==> src/rtl/elevator_pkg.sv <==
`default_nettype none
// ============================================================================
// Module      : elevator_pkg
// Description : Shared constants, state encoding and helpers for the elevator
//               car control path.
// Revision    : 1.0 - initial release
// ============================================================================
package elevator_pkg;

    localparam int FLOORS  = 8;
    localparam int FLOOR_W = 3;

    typedef enum logic [1:0] {
        ST_IDLE      = 2'd0,
        ST_TRAVEL    = 2'd1,
        ST_DOOR_OPEN = 2'd2,
        ST_SETTLE    = 2'd3
    } state_t;

    localparam logic DIR_UP   = 1'b1;
    localparam logic DIR_DOWN = 1'b0;

    // One-hot vector with only the bit for floor f set.
    function automatic logic [FLOORS-1:0] onehot(input logic [FLOOR_W-1:0] f);
        logic [FLOORS-1:0] v;
        v = '0;
        v[f] = 1'b1;
        return v;
    endfunction

endpackage : elevator_pkg
`default_nettype wire

==> src/rtl/cycle_timer.sv <==
`default_nettype none
// ============================================================================
// Module      : cycle_timer
// Description : Loadable down-counter with zero flag. Load has priority over
//               decrement; the count never goes below zero.
// Ports       : clk, reset (async, active-high)
//               i_load / i_load_val : load a new count
//               i_dec               : decrement enable
//               o_zero              : count is zero
// Revision    : 1.0 - initial release
// ============================================================================
module cycle_timer #(
    parameter int TIMER_W = 8
) (
    input  logic               clk,
    input  logic               reset,
    input  logic               i_load,
    input  logic [TIMER_W-1:0] i_load_val,
    input  logic               i_dec,
    output logic               o_zero
);

    logic [TIMER_W-1:0] r_count;

    always_ff @(posedge clk or posedge reset) begin
        if (reset) begin
            r_count <= '0;
        end else if (i_load) begin
            r_count <= i_load_val;
        end else if (i_dec && (r_count != '0)) begin
            r_count <= r_count - 1'b1;
        end
    end

    assign o_zero = (r_count == '0);

endmodule : cycle_timer
`default_nettype wire

==> src/rtl/car_motion_controller.sv <==
`default_nettype none
// ============================================================================
// Module      : car_motion_controller
// Description : Moves the car floor by floor on request of the direction FSM,
//               runs the door cycle, and pulses one-hot call clears for the
//               floor being served.
// Ports       : clk, reset (async, active-high)
//               direction     : 1 = up, 0 = down
//               should_move   : motion request
//               floors_called : pending calls, bit per floor
//               door_hold     : keeps the door open
//               current_floor : registered car position
//               call_clear    : registered one-hot clear pulse
//               door_open     : registered, high in DOOR_OPEN
//               moving        : registered, high in TRAVEL
//               state         : FSM state (debug)
// Revision    : 1.0 - initial release
// ============================================================================
module car_motion_controller
    import elevator_pkg::*;
#(
    parameter int TRAVEL_CYCLES = 16,
    parameter int DOOR_CYCLES   = 32,
    parameter int TIMER_W       = 8
) (
    input  logic               clk,
    input  logic               reset,
    input  logic               direction,
    input  logic               should_move,
    input  logic [FLOORS-1:0]  floors_called,
    input  logic               door_hold,
    output logic [FLOOR_W-1:0] current_floor,
    output logic [FLOORS-1:0]  call_clear,
    output logic               door_open,
    output logic               moving,
    output logic [1:0]         state
);

    localparam logic [TIMER_W-1:0] TRAVEL_LOAD = TIMER_W'(TRAVEL_CYCLES - 1);
    localparam logic [TIMER_W-1:0] DOOR_LOAD   = TIMER_W'(DOOR_CYCLES - 1);
    localparam logic [TIMER_W-1:0] SETTLE_LOAD = TIMER_W'(1);

    state_t               r_state;
    state_t               w_state_nxt;
    logic [FLOOR_W-1:0]   r_floor;
    logic [FLOOR_W-1:0]   w_floor_nxt;
    logic                 r_dir;
    logic                 w_dir_nxt;
    logic [FLOORS-1:0]    r_call_clear;
    logic [FLOORS-1:0]    w_clear_nxt;
    logic                 r_door_open;
    logic                 r_moving;

    logic                 w_t_load;
    logic [TIMER_W-1:0]   w_t_val;
    logic                 w_t_dec;
    logic                 w_t_zero;

    logic [FLOOR_W-1:0]   w_nf;
    logic                 w_beyond;
    logic                 w_move_legal;

    cycle_timer #(
        .TIMER_W   (TIMER_W)
    ) u_timer (
        .clk        (clk),
        .reset      (reset),
        .i_load     (w_t_load),
        .i_load_val (w_t_val),
        .i_dec      (w_t_dec),
        .o_zero     (w_t_zero)
    );

    // Floor reached on the arrival edge; legality checks keep it in range.
    assign w_nf = (r_dir == DIR_UP) ? (r_floor + 1'b1) : (r_floor - 1'b1);

    assign w_move_legal = !((direction == DIR_UP)   && (r_floor == FLOOR_W'(FLOORS - 1))) &&
                          !((direction == DIR_DOWN) && (r_floor == '0));

    // Any call strictly past the arrival floor in the latched direction.
    always_comb begin
        w_beyond = 1'b0;
        for (int i = 0; i < FLOORS; i++) begin
            if (floors_called[i]) begin
                if ((r_dir == DIR_UP) && (FLOOR_W'(i) > w_nf)) begin
                    w_beyond = 1'b1;
                end
                if ((r_dir == DIR_DOWN) && (FLOOR_W'(i) < w_nf)) begin
                    w_beyond = 1'b1;
                end
            end
        end
    end

    always_comb begin
        w_state_nxt = r_state;
        w_floor_nxt = r_floor;
        w_dir_nxt   = r_dir;
        w_clear_nxt = '0;
        w_t_load    = 1'b0;
        w_t_val     = '0;
        w_t_dec     = 1'b0;
        case (r_state)
            ST_IDLE: begin
                if (floors_called[r_floor]) begin
                    w_state_nxt = ST_DOOR_OPEN;
                    w_t_load    = 1'b1;
                    w_t_val     = DOOR_LOAD;
                    w_clear_nxt = onehot(r_floor);
                end else if (should_move && w_move_legal) begin
                    w_dir_nxt   = direction;
                    w_state_nxt = ST_TRAVEL;
                    w_t_load    = 1'b1;
                    w_t_val     = TRAVEL_LOAD;
                end
            end
            ST_TRAVEL: begin
                if (!w_t_zero) begin
                    w_t_dec = 1'b1;
                end else begin
                    w_floor_nxt = w_nf;
                    w_t_load    = 1'b1;
                    if (floors_called[w_nf]) begin
                        w_state_nxt = ST_DOOR_OPEN;
                        w_t_val     = DOOR_LOAD;
                        w_clear_nxt = onehot(w_nf);
                    end else if (w_beyond) begin
                        w_t_val     = TRAVEL_LOAD;
                    end else begin
                        w_state_nxt = ST_SETTLE;
                        w_t_val     = SETTLE_LOAD;
                    end
                end
            end
            ST_DOOR_OPEN: begin
                // Hold or a re-press restarts the door interval; a re-press
                // also clears the new call for this floor.
                if (door_hold || floors_called[r_floor]) begin
                    w_t_load = 1'b1;
                    w_t_val  = DOOR_LOAD;
                    if (floors_called[r_floor]) begin
                        w_clear_nxt = onehot(r_floor);
                    end
                end else if (w_t_zero) begin
                    w_state_nxt = ST_SETTLE;
                    w_t_load    = 1'b1;
                    w_t_val     = SETTLE_LOAD;
                end else begin
                    w_t_dec = 1'b1;
                end
            end
            ST_SETTLE: begin
                // Gives the registered direction FSM time to see the new floor
                // and the cleared calls before it is trusted again.
                if (w_t_zero) begin
                    w_state_nxt = ST_IDLE;
                end else begin
                    w_t_dec = 1'b1;
                end
            end
            default: begin
                w_state_nxt = ST_IDLE;
            end
        endcase
    end

    always_ff @(posedge clk or posedge reset) begin
        if (reset) begin
            r_state      <= ST_IDLE;
            r_floor      <= '0;
            r_dir        <= DIR_DOWN;
            r_call_clear <= '0;
            r_door_open  <= 1'b0;
            r_moving     <= 1'b0;
        end else begin
            r_state      <= w_state_nxt;
            r_floor      <= w_floor_nxt;
            r_dir        <= w_dir_nxt;
            r_call_clear <= w_clear_nxt;
            r_door_open  <= (w_state_nxt == ST_DOOR_OPEN);
            r_moving     <= (w_state_nxt == ST_TRAVEL);
        end
    end

    assign current_floor = r_floor;
    assign call_clear    = r_call_clear;
    assign door_open     = r_door_open;
    assign moving        = r_moving;
    assign state         = r_state;

endmodule : car_motion_controller
`default_nettype wire
==> config.mk <==
export PLATFORM = sky130hd
export DESIGN_NAME = car_motion_controller
export DESIGN_NICKNAME = d
export VERILOG_FILES = /design/src/rtl/elevator_pkg.sv /design/src/rtl/cycle_timer.sv /design/src/rtl/car_motion_controller.sv
export SDC_FILE = /design/constraint.sdc
export NUM_CORES = 1
export LEC_CHECK = 0
export ABC_CLOCK_PERIOD_IN_PS = 5200
export CAP_MARGIN = 10
export CORE_MARGIN = 2
export CORE_UTILIZATION = 30
export CTS_CLUSTER_SIZE = 20
export DETAILED_ROUTE_END_ITERATION = 16
export PLACE_DENSITY_LB_ADDON = 0.2
export SLEW_MARGIN = 20
export SYNTH_ARGS = -nofsm -noshare
export SYNTH_HDL_FRONTEND = slang
export SYNTH_SLANG_ARGS = --single-unit
==> constraint.sdc <==
create_clock -name clk -period 5.2 [get_ports clk]
set_input_delay 0.78 -clock clk [delete_from_list [all_inputs] [get_ports clk]]
set_output_delay 0.78 -clock clk [all_outputs]
set_load 0.02 [all_outputs]
# Word level (Yosys, flattened, before mapping)
# Index checks and enable logic that the tools add are counted.
# W data, S select, Z words.
[word_totals] register_bits=24 inputBits=13 output_inout_bits=15 wordCells=138
[classes] n_addsub=3 magnitude_cmp=20 eq_ne=6 muxes=65 bitwise_logic=3 reduce_logical=34
[op_table] op="$mux W8" n=6
[op_table] op="$mux W1" n=35
[op_table] op="$pmux W8 S3" n=1
[op_table] op="$logic_and A1 B1 Y1" n=23
[op_table] op="$mux W5" n=4
[op_table] op="$mux W2" n=8
[op_table] op="$pmux W5 S3" n=1
[op_table] op="$gt A3 B3 Y1 const A" n=4
[op_table] op="$lt A3 B3 Y1 const A" n=4
[op_table] op="$logic_not A8 Y1" n=1
[op_table] op="$lt A3 B4 Y1 const B" n=2
[op_table] op="$mux W4" n=2
[op_table] op="$pmux W2 S4" n=1
[op_table] op="$reduce_bool A8 Y1" n=1
[op_table] op="$sub A8 B1 Y8 const B" n=1
[op_table] op="$bmux W1 S3" n=2
[op_table] op="$demux W1 S3" n=2
[op_table] op="$eq A2 B2 Y1 const B" n=3
[op_table] op="$ge A3 B1 Y1 const B" n=2
[op_table] op="$gt A1 B3 Y1 const A" n=2
[op_table] op="$gt A2 B3 Y1 const A" n=2
[op_table] op="$lt A1 B3 Y1 const A" n=2
[op_table] op="$lt A2 B3 Y1 const A" n=2
[op_table] op="$eq A2 B1 Y1 const B" n=2
[op_table] op="other kinds (15)" n=18

# Logic depth before layout (Yosys ltp)
[depth] ltp_word=33 mapped_depth=11 depth_no_buf=10

# Cells and area by module
# Synthesis repeated with hierarchy kept, for this count alone.
[hier_totals] cells_unflattened=196 area_unflattened_um2=1760.4
[by_module_without_submodules] module="car_motion_controller" n_inst=1 cells_each=132 area_each_um2=1211.2 seq_area_each_um2=400.4
[by_module_without_submodules] module="cycle_timer" n_inst=1 cells_each=64 area_each_um2=549.3 seq_area_each_um2=200.2

# Worst setup path before layout
# OpenSTA, ideal clock, no wires.
[synth_timing] path_type="register -> register" start="register r_floor[0] (netlist: current_floor[0])" end="register r_moving (netlist: moving)" setup_ps=73 arrival_time_ps=2860 required_time_ps=5127 setup_slack_ps=2267 path_stages_with_launch=10 n_path_buf=1 period_less_slack_ps=2933 cell_sequence="dfrtp_1 -> buf_4 -> clkinv_1 -> fa_1 -> mux4_2 -> mux2i_1 -> nor2_1 -> a211o_1 -> a31oi_1 -> nor2b_1"
[synth_between] elab_chain_len=33 elab_cells_between_ends=80 cone_classes="add/sub: 2; order compare: 16; eq/ne: 2; mux: 36; reduce/logical: 24"
[synth_lines] element="start, declared" line_no="car_motion_controller.sv:45" rtl="logic [FLOOR_W-1:0] r_floor;"
[synth_lines] element="start signal, assigned" line_no="car_motion_controller.sv:177" rtl="r_floor <= w_floor_nxt;"
[synth_lines] element="$sub A3 B1 Y3 or $add A3 B1 Y3 (tied branches)" line_no="car_motion_controller.sv:75" rtl="assign w_nf = (r_dir == DIR_UP) ? (r_floor + 1'b1) : (r_floor - 1'b1);"
[synth_lines] element="$mux W3 (*)" line_no="car_motion_controller.sv:75"
[synth_lines] element="net w_nf[0]" line_no="car_motion_controller.sv:59" rtl="logic [FLOOR_W-1:0] w_nf;"
[synth_lines] element="$gt A1 B3 Y1" line_no="car_motion_controller.sv:85" rtl="if ((r_dir == DIR_UP) && (FLOOR_W'(i) > w_nf)) begin"
[synth_lines] element="$logic_and A1 B1 Y1" line_no="car_motion_controller.sv:85"
[synth_lines] element="$mux W1" line_no="car_motion_controller.sv:85"
[synth_lines] element="$mux W1" line_no="car_motion_controller.sv:88" rtl="if ((r_dir == DIR_DOWN) && (FLOOR_W'(i) < w_nf)) begin"
[synth_lines] element="$mux W1" line_no="car_motion_controller.sv:84" rtl="if (floors_called[i]) begin"
[synth_lines] element="[18 not listed]"
[synth_lines] element="$mux W1" line_no="car_motion_controller.sv:85"
[synth_lines] element="$mux W1" line_no="car_motion_controller.sv:88"
[synth_lines] element="$mux W1" line_no="car_motion_controller.sv:84"
[synth_lines] element="$mux W2" line_no="car_motion_controller.sv:127" rtl="end else if (w_beyond) begin"
[synth_lines] element="$mux W2 (*)" line_no="car_motion_controller.sv:123" rtl="if (floors_called[w_nf]) begin"
[synth_lines] element="$mux W2 (*)" line_no="car_motion_controller.sv:118" rtl="if (!w_t_zero) begin"
[synth_lines] element="$pmux W2 S4 (*)" line_no="car_motion_controller.sv:103" rtl="case (r_state)"
[synth_lines] element="$eq A2 B1 Y1 (*)" line_no="car_motion_controller.sv:181" rtl="r_moving <= (w_state_nxt == ST_TRAVEL);"
[synth_lines] element="end signal, assigned" line_no="car_motion_controller.sv:181"
[synth_lines] element="end, declared" line_no="car_motion_controller.sv:52" rtl="logic r_moving;"
# The timed path passes the listed nets; every way through them passes the cells marked *. The select of a mux whose other input is x is not followed.
# A chain may end at the register's enable or synchronous reset.

# Final worst setup path
# Same ends and word-level chain as after synthesis.

==> impl_metrics.py <==
metrics = {
    "synth": {
        "avgSynthCellArea_um2": 9.536,
        "synth_seq_cells": 24,
        "syn_nets": 188,
        "ys.flop_type": "dfrtp_1",
        "syn_inst": 169,
        "syn_area_mm2": 0.001612,
        "ys_warn_count": 0,
        "synth.distinct_cells": 49,
        "synth_edf_count": 0,
        "async_reset_ff_share_pct": 100.0,
        "yosysSeqAreaShare_pct": 37.27,
    },
    "detailed_routing": {
        "routed_wirelength_um": 3755,
        "ant_nets": 0,
        "avgViaCountPerCell": 5.159,
        "wl_per_cell_um": 14.22,
        "first_pass_iters": 4,
        "drc": 0,
        "drt_iter0_drc": 84,
        "vias": 1362,
    },
    "clock_tree": {
        "cts.sinks": 24,
        "cts_hold_buf": 0,
        "cts_tree": "built",
        "clkSlewWorstSetupHoldPaths_ps": 90,
        "clock_latency_ps": 270,
        "cts_root_buf": "clkbuf_8",
        "cts_resized": 0,
        "htree_levels": 1,
        "cts_buffers": 3,
        "clk_path_buf_depth": 2,
        "cts_setup_buffers": 0,
    },
    "cells_and_area": {
        "diodes": 0,
        "drive_gt1_share_pct": 8.247,
        "fin_area_mm2": 0.001987,
        "final_cell_mix": "27 x clkdlybuf4s50_1, 24 x dfrtp_1, 16 x nor2_1",
        "postLayoutCoreUtil_pct": 38.66,
        "syn_to_final_growth_pct": 23.29,
        "nets": 214,
        "final_common_cell": "clkdlybuf4s50_1",
        "fin_cells": 264,
    },
    "floorplanning": {
        "rows": 26,
        "ios": 28,
        "initial_core_util_pct": 31.35,
        "die_area_mm2": 0.005974,
        "die_h_um": 77.29,
        "core_area_mm2": 0.005140,
        "die_x_um": 77.29,
    },
    "flow_run": {
        "cap_violations": 0,
    },
    "worst_setup_path": {
        "crit_buf_inv": 1,
        "path_class": "register to register",
        "critPathArrivalTime_ps": 3780,
        "critPathMaxStageDelay_ps": 940,
        "critPathSlowestCell": "fa_1",
        "path_cells": "clkinv_1 -> fa_1 -> mux4_2 -> mux2i_1 -> nor2_1 -> a211o_1 -> a31oi_1 -> nor2b_1",
        "crit_path_max_fanout": 15,
        "path_delay_family": "adder cells",
        "worstPathRequired_ps": 5410,
        "cp-end-kind": "register",
        "start_kind": "register",
    },
    "pwr": {
        "powerDensity_mw_per_mm2": 179.2,
        "max-vdd-ir-drop_v": 0.00007912,
        "leakagePower_nw": 0.7971,
    },
    "place": {
        "port_buffers": 27,
        "gp_congestion": 0.9033,
        "place_inst": 260,
        "placed_area_mm2": 0.001932,
        "dp_hpwl_um": 2874,
        "post-place-ws_ps": 1683,
    },
    "timing": {
        "fin_tns_setup_ps": 0,
        "setup_viol_count_final": 0,
        "fin_crit_sh_pct": 68.64,
        "setup_slack_ps": 1631,
        "hold_viol": 0,
        "slew_viol_final": 0,
        "fin_skew_ps": 7.800,
        "worst_slew_pin_slew_ps": 905.7,
        "grt_setup_unrepaired": "no",
        "fmax_mhz": 280.2,
        "period_needed_ps": 3569,
        "slew_headroom_pct": 39.56,
    },
    "status": {
        "status": "finished, final reports clean",
    },
    "global_routing": {
        "overflow": 0,
        "antenna_found_initial": 0,
        "grt_pass1_vias": 1318,
        "grt_pass1_wl_um": 6472,
        "grt_max_degree": 25,
        "grt_usage_pct": 13.61,
    },
    "hold_path": {
        "hp-class": "register to register",
    },
}
==> worst min-delay path, stage by stage (launching register included) <==
cell,delay (ps)
dfrtp_1,390
xnor2_1,80
nand2b_1,60
==> cell usage after synthesis, drive strengths merged, types with 2 or more instances <==
cell type | number | area [um^2]
buf | 5 | 33.78
nor4 | 2 | 18.77
o21ai | 8 | 40.04
a31oi | 2 | 12.51
nor2b | 3 | 18.77
xnor2 | 6 | 52.55
dfrtp | 24 | 600.6
nand2 | 15 | 56.30
nand3 | 5 | 25.02
mux4 | 4 | 90.09
a21oi | 9 | 48.80
o21a | 3 | 22.52
mux2i | 2 | 32.53
nand4 | 2 | 12.51
and3 | 2 | 12.51
o22ai | 3 | 18.77
o32ai | 6 | 52.55
xor2 | 5 | 43.79
o211ai | 2 | 15.01
nor2 | 16 | 60.06
a31o | 3 | 35.04
nor3 | 4 | 20.02
ha | 5 | 62.56
a211o | 2 | 17.52
inv | 13 | 48.80
nand3b | 2 | 15.01
==> cells by family (layout without fill, tap and decap cells) <==
kind of cell / Yosys count / in the layout / share of synthesized area, %
simple gates: 57 / 57 / 17.47
compound gates: 43 / 43 / 18.79
flops: 24 / 24 / 37.27
buf+inv: 20 / 45 / 5.590
xor+xnor: 12 / 12 / 7.453
mux: 7 / 7 / 8.308
fa+ha+maj: 6 / 6 / 5.124
==> through the flow <==
stage | power, W | hold slack [ps]
2_1_floorplan | 0.0002149 | 506.6
3_5_place_dp | 0.0002328 | 541.0
5_1_grt | 0.0003745 | 590.1
6_report | 0.0003561 | 558.7
3_3_place_gp | 0.0002332 | 539.1
4_1_cts | 0.0003613 | 562.2
==> state kept, by name (all words and copies together) (netlist names) <==
signal / cells
door_open: 1
state: 2
call_clear: 8
moving: 1
r_dir: 1
u_timer.r_count: 8
current_floor: 3
==> metal layers <==
| layer | vias to the layer above | track usage (%) | share of wire, % |
|---|---|---|---|
| met5 | - | 0 | 0 |
| met4 | 0 | 5.893 | 2.2 |
| li1 | 655 | - | - |
| met2 | 44 | 20.61 | 46 |
| met3 | 7 | 2.353 | 4.7 |
| met1 | 656 | 19.04 | 47 |
==> path summary, 6_finish.rpt <==
check | from | endpoint | slack (ps) | cells past startpoint
max | current_floor[0] | moving | 1630 | 8
min | u_timer.r_count[0] | u_timer.r_count[0] | 560 | 2
max reg2reg | current_floor[0] | moving | 1630 | 8
min reg2reg | u_timer.r_count[0] | u_timer.r_count[0] | 560 | 2
max in group asynchronous | reset | call_clear[5] | 3640 | 2
min in group asynchronous | reset | u_timer.r_count[6] | 1010 | 2
==> area by class of cell <==
cell class,instances,area (um^2)
tap,70,87.58
clock buffer,4,55.05
inverter,14,52.55
timing repair buffer,27,270.3
multi-input combinational,125,920.9
fill,579,3153
sequential,24,600.6
==> where the power goes <==
group | total [W] | leakage [nW] | switching (W) | internal (W)
clock network | 0.000127 | 0.0288 | 0.0000597 | 0.0000677
logic | 0.0000385 | 0.468 | 0.0000196 | 0.0000190
registers | 0.000190 | 0.301 | 0.00000175 | 0.000188
total | 0.000356 | 0.797 | 0.0000810 | 0.000275
Note: power is estimated with default switching activity, not from simulation.
